<file path="src/rtl/game_board_pkg.sv">
// Shared types and codes for the tic-tac-toe board.
// Cells are 2-bit marks packed row-major into an 18-bit board.
package game_board_pkg;

  typedef logic [3:0] INDEX_T;
  typedef logic [1:0] STATE_T;
  typedef logic       FLAG_T;

  localparam STATE_T CELL_EMPTY = 2'd0;
  localparam STATE_T CELL_X     = 2'd1;
  localparam STATE_T CELL_O     = 2'd2;

  localparam logic [1:0] GAME_PLAY = 2'd0;
  localparam logic [1:0] GAME_XWIN = 2'd1;
  localparam logic [1:0] GAME_OWIN = 2'd2;
  localparam logic [1:0] GAME_DRAW = 2'd3;

  localparam logic [2:0] ERR_NONE     = 3'd0;
  localparam logic [2:0] ERR_OVER     = 3'd1;
  localparam logic [2:0] ERR_RANGE    = 3'd2;
  localparam logic [2:0] ERR_VALUE    = 3'd3;
  localparam logic [2:0] ERR_OCCUPIED = 3'd4;
  localparam logic [2:0] ERR_TURN     = 3'd5;

  function automatic STATE_T cell_at(
    input logic [17:0] b,
    input int          i
  );
    return b[2*i +: 2];
  endfunction

endpackage

</file>
<file path="src/rtl/game_board_line_check.sv">
// Combinational three-in-a-row detector.
// Reports, per player, whether any of the 8 lines is fully owned.
module line_check_m
  import game_board_pkg::*;
(
  input  logic [17:0] board,
  output logic        x_win,
  output logic        o_win
);

  function automatic logic line(
    input logic [17:0] b,
    input STATE_T      p,
    input int          a,
    input int          c,
    input int          d
  );
    return (cell_at(b, a) == p) &&
           (cell_at(b, c) == p) &&
           (cell_at(b, d) == p);
  endfunction

  function automatic logic any_line(
    input logic [17:0] b,
    input STATE_T      p
  );
    return line(b, p, 0, 1, 2) |
           line(b, p, 3, 4, 5) |
           line(b, p, 6, 7, 8) |
           line(b, p, 0, 3, 6) |
           line(b, p, 1, 4, 7) |
           line(b, p, 2, 5, 8) |
           line(b, p, 0, 4, 8) |
           line(b, p, 2, 4, 6);
  endfunction

  assign x_win = any_line(board, CELL_X);
  assign o_win = any_line(board, CELL_O);

endmodule

</file>
<file path="src/rtl/game_board_m.sv">
// Registered tic-tac-toe board: move legality, commit, turn,
// move count, win/draw status and rejected-move error pulse.
module game_board_m
  import game_board_pkg::*;
#(
  parameter STATE_T FIRST_PLAYER = CELL_X
) (
  input  logic        clk,
  input  FLAG_T       reset,
  input  logic        update_valid,
  input  INDEX_T      update_loc,
  input  STATE_T      update_val,
  output logic [17:0] board,
  output STATE_T      turn,
  output logic [3:0]  move_count,
  output logic [1:0]  game_state,
  output logic        err,
  output logic [2:0]  err_code
);

  logic        occupied;
  logic [2:0]  code;
  logic        legal;
  logic [17:0] next_board;
  logic [3:0]  next_count;
  logic        x_win;
  logic        o_win;

  always_comb begin
    occupied = 1'b0;
    for (int i = 0; i < 9; i++) begin
      if (update_loc == INDEX_T'(i))
        occupied = cell_at(board, i) != CELL_EMPTY;
    end
  end

  // First failing check wins, in priority order.
  always_comb begin
    code = ERR_NONE;
    if (game_state != GAME_PLAY)
      code = ERR_OVER;
    else if (update_loc > 4'd8)
      code = ERR_RANGE;
    else if (update_val != CELL_X && update_val != CELL_O)
      code = ERR_VALUE;
    else if (occupied)
      code = ERR_OCCUPIED;
    else if (update_val != turn)
      code = ERR_TURN;
  end

  assign legal      = update_valid && (code == ERR_NONE);
  assign next_count = move_count + 4'd1;

  always_comb begin
    next_board = board;
    for (int i = 0; i < 9; i++) begin
      if (legal && update_loc == INDEX_T'(i))
        next_board[2*i +: 2] = update_val;
    end
  end

  line_check_m u_line_check (
    .board (next_board),
    .x_win (x_win),
    .o_win (o_win)
  );

  always_ff @(posedge clk) begin
    if (reset) begin
      board      <= '0;
      turn       <= FIRST_PLAYER;
      move_count <= 4'd0;
      game_state <= GAME_PLAY;
      err        <= 1'b0;
      err_code   <= ERR_NONE;
    end else begin
      err <= 1'b0;
      if (update_valid) begin
        err      <= code != ERR_NONE;
        err_code <= code;
      end
      if (legal) begin
        board      <= next_board;
        turn       <= (turn == CELL_X) ? CELL_O : CELL_X;
        move_count <= next_count;
        // Board was win-free before, so any line now is the mover's.
        if (x_win)
          game_state <= GAME_XWIN;
        else if (o_win)
          game_state <= GAME_OWIN;
        else if (next_count == 4'd9)
          game_state <= GAME_DRAW;
      end
    end
  end

endmodule

</file>
<file path="config.mk">
export PLATFORM = sky130hd
export DESIGN_NAME = game_board_m
export DESIGN_NICKNAME = d
export VERILOG_FILES = /design/src/rtl/game_board_pkg.sv /design/src/rtl/game_board_line_check.sv /design/src/rtl/game_board_m.sv
export SDC_FILE = /design/constraint.sdc
export NUM_CORES = 1
export LEC_CHECK = 0
export ABC_CLOCK_PERIOD_IN_PS = 2500
export BUFFER_PORTS_ARGS = -buffer_cell sky130_fd_sc_hd__clkbuf_2
export CAP_MARGIN = 15
export CORE_ASPECT_RATIO = 1.1
export CORE_MARGIN = 2
export CORE_UTILIZATION = 39
export CTS_CLUSTER_SIZE = 24
export DETAILED_ROUTE_END_ITERATION = 6
export HOLD_SLACK_MARGIN = 0.08
export PLACE_DENSITY = 0.71
export SYNTH_ARGS = -nofsm -noshare
export SYNTH_HDL_FRONTEND = slang
export SYNTH_SLANG_ARGS = --single-unit
export TNS_END_PERCENT = 50
</file>
<file path="constraint.sdc">
create_clock -name clk -period 2.5 [get_ports clk]
set_input_delay 0.125 -clock clk [delete_from_list [all_inputs] [get_ports clk]]
set_output_delay 0.125 -clock clk [all_outputs]
set_load 0.005 [all_outputs]
</file>
== Word-level counts from Yosys, hierarchy flattened ==
Index checks and enable logic that the tools add are counted.

* Bits in latches: 0
* Bits in writable memories: 0
* Word-level logic and storage cells: 140
* Memories: 0
* Bits of input ports: 9
* Register bits: 30
* Memory bits (read-only): 0
* Output and inout bits: 30

* Equality and inequality tests: 31
* Shifts and indexed selects: 0
* Bitwise operators: 15
* $mul: 0
* Magnitude comparators: 1
* Reductions and logical operators: 59
* Div/mod/pow operators: 0
* Add/subtract/negate cells: 1
* Mux-type cells: 27

{| class="wikitable"
|+ Operators with widths
! kind !! count
|-
| $logic_and A1 B1 Y1 || 43
|-
| $mux W2 || 13
|-
| $eq A2 B1 Y1 const B || 10
|-
| $reduce_bool A2 Y1 || 10
|-
| $eq A2 B2 Y1 const B || 9
|-
| $eq A4 B3 Y1 const B || 4
|-
| $mux W3 || 5
|-
| $or A1 B1 Y1 || 14
|-
| $mux W1 || 9
|-
| $eq A4 B2 Y1 const B || 2
|-
| $eq A4 B4 Y1 const B || 2
|-
| $reduce_bool A3 Y1 || 2
|-
| $add A4 B1 Y4 const B || 1
|-
| $eq A4 B1 Y1 const B || 1
|-
| $gt A4 B4 Y1 const B || 1
|-
| $logic_not A4 Y1 || 1
|-
| $logic_not A3 Y1 || 1
|-
| $ne A2 B1 Y1 const B || 1
|-
| $ne A2 B2 Y1 || 1
|-
| $ne A2 B2 Y1 const B || 1
|-
| $reduce_and A2 Y1 || 1
|-
| $reduce_or A2 Y1 || 1
|-
| $not A1 Y1 || 1
|}

== Depth between registers and ports, before layout ==
* Word-level depth: 30
* Mapped depth: 13
* Mapped depth without buffers: 9

== By module ==
A second synthesis with hierarchy kept.

* Cells, all modules: 222
* Area total of the unflattened synthesis: 1,975.6 sq um

{| class="wikitable"
|+ By module, submodules not included
! module !! instances !! area an instance (sq um) !! cells each !! sequential area each (sq um)
|-
| game_board_m || 1 || 1,670.4 || 188 || 600.6
|-
| line_check_m || 1 || 305.3 || 34 || 0.0
|}

== Worst setup path before layout ==
Ideal clock, no wire load.

* Kind: reg2reg
* Start: reg board[0]
* End: reg game_state[0]
* Arrival: 2,289 ps
* Setup slack: 89 ps
* Library setup time: 122 ps
* Stages on the path, launching flop included: 12
* Path buffers: 2
* Required time: 2,378 ps
* Clock period less this slack: 2,411 ps
* Cells stage by stage: dfxtp_1 nor2_1 o311ai_1 o311ai_1 a22o_1 buf_6 buf_6 a31oi_4 nor4b_1 o31ai_2 a41oi_2 a221o_1

* Word-level cells in the longest chain between the ends: 30
* Elaborated cells between the ends (all ways): 102
* Those cells by class: 18 x eq/ne; 24 x mux; 14 x bitwise; 46 x reduce/logical

{| class="wikitable"
|+ RTL lines
! item !! line !! source
|-
| start: declaration || game_board_m.sv:13 || <nowiki>output logic [17:0] board,</nowiki>
|-
| start signal: assignment || game_board_m.sv:84 || <nowiki>board <= next_board;</nowiki>
|-
| $reduce_bool A2 Y1 || game_board_m.sv:33 || <nowiki>occupied = cell_at(board, i) != CELL_EMPTY;</nowiki>
|-
| $mux W1 (9 in series) || game_board_m.sv:32 || <nowiki>if (update_loc == INDEX_T'(i))</nowiki>
|-
| $mux W3 || game_board_m.sv:46 || <nowiki>else if (occupied)</nowiki>
|-
| $mux W3 || game_board_m.sv:44 || <nowiki>else if (update_val != CELL_X && update_val != CELL_O)</nowiki>
|-
| $mux W3 || game_board_m.sv:42 || <nowiki>else if (update_loc > 4'd8)</nowiki>
|-
| $mux W3 || game_board_m.sv:40 || <nowiki>if (game_state != GAME_PLAY)</nowiki>
|-
| $logic_not A3 Y1 || game_board_m.sv:52 || <nowiki>assign legal = update_valid && (code == ERR_NONE);</nowiki>
|-
| $logic_and A1 B1 Y1 || game_board_m.sv:52 ||
|-
| [6 not listed] || -- ||
|-
| $or A1 B1 Y1 || game_board_line_check.sv:28 || <nowiki>line(b, p, 3, 4, 5) |</nowiki>
|-
| $or A1 B1 Y1 || game_board_line_check.sv:29 || <nowiki>line(b, p, 6, 7, 8) |</nowiki>
|-
| $or A1 B1 Y1 || game_board_line_check.sv:30 || <nowiki>line(b, p, 0, 3, 6) |</nowiki>
|-
| $or A1 B1 Y1 || game_board_line_check.sv:31 || <nowiki>line(b, p, 1, 4, 7) |</nowiki>
|-
| $or A1 B1 Y1 || game_board_line_check.sv:32 || <nowiki>line(b, p, 2, 5, 8) |</nowiki>
|-
| $or A1 B1 Y1 || game_board_line_check.sv:33 || <nowiki>line(b, p, 0, 4, 8) |</nowiki>
|-
| $reduce_bool A3 Y1 (no source line) / $mux W2 (equally long branches) || -- ||
|-
| $reduce_and A2 Y1 (no source line) / $mux W2 (equally long branches) || -- ||
|-
| end signal: assignment || game_board_m.sv:74 || <nowiki>game_state <= GAME_PLAY;</nowiki>
|-
| end signal: assignment || game_board_m.sv:89 || <nowiki>game_state <= GAME_XWIN;</nowiki>
|-
| end signal: assignment || game_board_m.sv:91 || <nowiki>game_state <= GAME_OWIN;</nowiki>
|-
| end: declaration || game_board_m.sv:16 || <nowiki>output logic [1:0] game_state,</nowiki>
|}

Several ways; a longest one is shown, not always the timed one.
A chain may end at the register's enable or synchronous reset.

== Final worst setup path ==
* Start: reg board[1]
* End: reg game_state[0]

Same word-level chain as after synthesis.

==> metrics.txt <==
# TYPE chip_impl_metric gauge
chip_impl_metric{name="gp_congestion",unit=""} 0.958
chip_impl_metric{name="worst-endpoint-arrival",unit="ps"} 2650
chip_impl_metric{name="required_time_at_the_worst_slack_endpoint",unit="ps"} 2670
chip_impl_info{name="outcome",value="complete, no violations"} 1
chip_impl_metric{name="synthesis.yosys.warnings",unit=""} 0
chip_impl_metric{name="cts-buffers-inserted",unit=""} 5
chip_impl_metric{name="start_util",unit="%"} 40.4
chip_impl_metric{name="cts_hold_buf",unit=""} 0
chip_impl_metric{name="io_pins",unit=""} 39
chip_impl_metric{name="total_global_routing_overflow",unit=""} 0
chip_impl_metric{name="hold_depth",unit=""} 2
chip_impl_info{name="cp_startpoint",value="board[1]"} 1
chip_impl_metric{name="tightest_slew",unit="ps"} 587
chip_impl_info{name="critical-path-slowest-cell",value="sky130_fd_sc_hd__dfxtp_2"} 1
chip_impl_info{name="cts_tree",value="done"} 1
chip_impl_metric{name="slew_violations",unit=""} 0
chip_impl_metric{name="grt_use_total",unit="%"} 20.8
chip_impl_metric{name="power_density",unit="nW/µm²"} 404
chip_impl_metric{name="yosysUniqueCellTypes",unit=""} 51
chip_impl_metric{name="die_w",unit="µm"} 67.3
chip_impl_metric{name="port-buffer-count",unit=""} 38
chip_impl_info{name="crit-reg2reg-launch",value="board[1]"} 1
chip_impl_metric{name="crit_fanout",unit=""} 5
chip_impl_metric{name="route.detailed.drc",unit=""} 0
chip_impl_metric{name="timing.final.ws_setup",unit="ps"} 19.5
chip_impl_metric{name="r2r.worst_path.cells",unit=""} 11
chip_impl_metric{name="multi_input_gate_area_in_the_final_layout",unit="µm²"} 1150
chip_impl_metric{name="postSynthCellCount",unit=""} 209
chip_impl_metric{name="asyncSetResetFlopFracSynth",unit="%"} 0
chip_impl_info{name="clockRootBuffer",value="sky130_fd_sc_hd__clkbuf_8"} 1
chip_impl_metric{name="h_tree_depth",unit=""} 2
chip_impl_info{name="whs_endpoint",value="err_code[0]"} 1
chip_impl_metric{name="fmax",unit="MHz"} 403
chip_impl_metric{name="die-height",unit="µm"} 73.6
chip_impl_metric{name="path_clk_slew",unit="ps"} 60
chip_impl_info{name="ys_dominant_reg_cell",value="sky130_fd_sc_hd__dfxtp_1"} 1
chip_impl_metric{name="row_count",unit=""} 25
chip_impl_metric{name="period_needed",unit="ps"} 2480
chip_impl_metric{name="reg2reg_setup_slack",unit="ps"} 20
chip_impl_metric{name="cap_violations",unit=""} 0
chip_impl_metric{name="design_power_total",unit="mW"} 0.975
chip_impl_metric{name="dr_total_vias",unit=""} 1862
chip_impl_metric{name="syn-cell-area",unit="µm²"} 1720
chip_impl_metric{name="seq_area",unit="µm²"} 603
chip_impl_metric{name="number_of_synthesized_register_bits",unit=""} 30
chip_impl_metric{name="grt_antenna_before_repair",unit=""} 0
chip_impl_metric{name="filler_cell_count",unit=""} 407
chip_impl_info{name="hold_path.startpoint",value="update_valid"} 1
chip_impl_metric{name="post-route-period-util",unit="%"} 99.2
chip_impl_metric{name="syn_to_final_growth",unit="%"} 40.2
chip_impl_metric{name="timing.clock.skew",unit="ps"} 2.03
chip_impl_metric{name="timing.max_slew.rel_slack",unit="%"} 60.9
chip_impl_metric{name="post_route_cells_drive_above_1_share",unit="%"} 40.6
chip_impl_metric{name="design.die.area",unit="µm²"} 4960
chip_impl_info{name="worstSetupEndpointType",value="flop"} 1
chip_impl_info{name="cp-start-kind",value="flop"} 1
chip_impl_metric{name="drt_pre_antenna_iters",unit=""} 4
chip_impl_metric{name="cts.path.max_buffers",unit=""} 2
chip_impl_metric{name="antenna_cells_inserted",unit=""} 0
chip_impl_metric{name="drt_iter0_drc",unit=""} 95
chip_impl_metric{name="final_net_count",unit=""} 292
chip_impl_info{name="rsz0062_at_grt",value="true"} 1
chip_impl_metric{name="total_half_perimeter_wirelength_after_legalization_and_detailed_placement",unit="µm"} 3610
chip_impl_info{name="crit_top_cell",value="sky130_fd_sc_hd__buf_6"} 1
chip_impl_info{name="min_path_type",value="in -> reg"} 1
chip_impl_metric{name="wl",unit="µm"} 5050
chip_impl_metric{name="clock-sinks",unit=""} 30
chip_impl_metric{name="final_util",unit="%"} 56.7
chip_impl_metric{name="pin_count_of_the_biggest_net_entering_global_routing",unit=""} 28
chip_impl_metric{name="seq_area_frac_synth",unit="%"} 34.9
chip_impl_metric{name="route.detailed.wl_per_inst",unit="µm"} 15.1
chip_impl_metric{name="clkLatencyLatePin",unit="ps"} 280
chip_impl_metric{name="synth.net_count",unit=""} 220
chip_impl_info{name="critical_path.cell_chain",value="nor2_2 > o311ai_2 > o311ai_1 > a22o_1 > buf_6 > a31oi_4 > buf_6 > nor4b_2 > o31ai_2 > a41oi_2 > a221o_1"} 1
chip_impl_metric{name="finalHoldWorstSlack",unit="ps"} 140
chip_impl_metric{name="dp_slack",unit="ps"} -90.9
chip_impl_metric{name="grt_pass1_wl",unit="µm"} 7800
chip_impl_metric{name="final_antenna_net_count",unit=""} 0
chip_impl_metric{name="timing_hold_violations_final",unit=""} 0
chip_impl_metric{name="max_stage_delay",unit="ps"} 340
chip_impl_metric{name="synth-edff-count",unit=""} 0
chip_impl_metric{name="vdd_ir_drop_max",unit="mV"} 0.370
chip_impl_metric{name="syn_avg_cell_area",unit="µm²"} 8.23
chip_impl_metric{name="grt_pass1_vias",unit=""} 1692
chip_impl_metric{name="viasPerCell",unit=""} 5.56
chip_impl_metric{name="setup-violations-final",unit=""} 0
chip_impl_info{name="critical_path_class",value="reg -> reg"} 1
chip_impl_metric{name="static-leakage-power",unit="nW"} 0.966
chip_impl_metric{name="design.core.area",unit="µm²"} 4250
chip_impl_info{name="reg2reg_to",value="game_state[0]"} 1
-- layout make-up --
| cell class | count | share of cell area (%) |
|---|---|---|
| multi-input cells | 162 | 47.5 |
| clock buffers | 7 | 3.17 |
| inverters | 7 | 1.09 |
| flip-flops and latches | 30 | 25.0 |
| well taps | 54 | 2.80 |
| repair buffers | 75 | 20.4 |
-- stage by stage --
step / setup TNS [ps] / cell area, µm² / instances
floorplan: 0 / 1720 / 209
global placement: -35.2 / 2170 / 324
detailed placement: -101 / 2170 / 324
CTS: 0 / 2260 / 331
global route: -143 / 2410 / 335
finish: 0 / 2410 / 335
-- registers in the layout, indices dropped and copies added, names as in the netlist --
name        cells
turn            2
err             1
move_count      4
err_code        3
board          18
game_state      2
-- synth_stat cells (all sizes together) (2+ instances only) --
master	count	area (µm²)
nand4b	4	35.0
a31oi	11	90.1
a41oi	2	43.8
nand3	4	20.0
o21ai	13	65.1
xnor2	3	26.3
and2	5	31.3
nor2	36	140
ha	2	25.0
o211ai	2	15.0
a31o	3	26.3
nor2b	3	26.3
inv	7	26.3
buf	7	58.8
nor3b	2	15.0
or3	2	12.5
a21oi	11	55.1
nor3	12	60.1
xor2	2	17.5
nor4b	2	23.8
nand3b	2	15.0
o311ai	3	26.3
dfxtp	30	601
clkbuf	3	11.3
o31ai	2	25.0
nand4	4	25.0
and4bb	2	25.0
nand2	18	70.1
-- cell usage in the layout (no fill, tap or decap), types with 3 or more instances in the layout --
cell type,netlist,final
sky130_fd_sc_hd__xnor2_1,3,3
sky130_fd_sc_hd__a21oi_1,11,11
sky130_fd_sc_hd__and2_1,5,5
sky130_fd_sc_hd__nand3_1,4,4
sky130_fd_sc_hd__a31oi_2,1,7
sky130_fd_sc_hd__nor3_1,12,11
sky130_fd_sc_hd__nand4_1,4,4
sky130_fd_sc_hd__nor2_2,2,3
sky130_fd_sc_hd__o21ai_0,10,9
sky130_fd_sc_hd__a31o_2,3,3
sky130_fd_sc_hd__buf_4,0,33
sky130_fd_sc_hd__nor2_1,34,33
sky130_fd_sc_hd__clkbuf_8,0,5
sky130_fd_sc_hd__nand4b_1,4,4
sky130_fd_sc_hd__inv_1,7,7
sky130_fd_sc_hd__clkbuf_2,0,38
sky130_fd_sc_hd__buf_6,4,3
sky130_fd_sc_hd__dfxtp_1,30,28
sky130_fd_sc_hd__a31oi_4,1,4
sky130_fd_sc_hd__nand2_1,17,17
-- worst max path at each step --
| stage | endpoint | slack, ps | cells after the start |
|---|---|---|---|
| finish | game_state[0] | 20 | 11 |
| global route | game_state[0] | -90 | 11 |
| CTS | game_state[0] | 2 | 10 |
| detailed placement | game_state[0] | -90 | 11 |
| global placement | game_state[0] | -40 | 11 |
| floorplan | game_state[0] | 90 | 11 |
-- timing repair --
action                                  4_1_cts  5_1_grt
pin swaps                                     0       12
resized for setup                             2       25
endpoints found under the setup margin        2        2
cloned                                        0        1
setup buffers                                 0        3
-- power breakdown --
| part | switching, mW | total (mW) | internal [mW] | leakage (nW) |
|---|---|---|---|---|
| clock network | 0.171 | 0.362 | 0.191 | 0.0383 |
| logic | 0.0733 | 0.124 | 0.0508 | 0.684 |
| registers | 0.00407 | 0.489 | 0.484 | 0.244 |
-- per-layer routing --
| layer | GRT usage, % | wire length (µm) | vias to the layer above |
|---|---|---|---|
| met2 | 35.1 | 2540 | 71 |
| li1 | - | - | 905 |
| met3 | 4.13 | 285 | 10 |
| met1 | 25.9 | 2140 | 876 |
| met5 | 0 | 0 | - |
| met4 | 7.94 | 94 | 0 |
-- critical path: cells and delay by family, from the launching register on --
kind                   cells  cell delay (ps)
AO/OA/AOI/OAI              7             1640
buffers and inverters      2              290
flip-flops                 1              340
AND/OR/NAND/NOR            2              100
-- logic make-up (layout without fill, tap and decap cells) --
family	Yosys count	in the layout	share of synthesized area, %
fa+ha+maj	2	2	1.46
flops	30	30	34.9
xor+xnor	5	5	2.55
simple gates	101	101	31.2
compound gates	54	54	24.2
buf+inv	17	89	5.60
(Power assumes the default switching activity.)
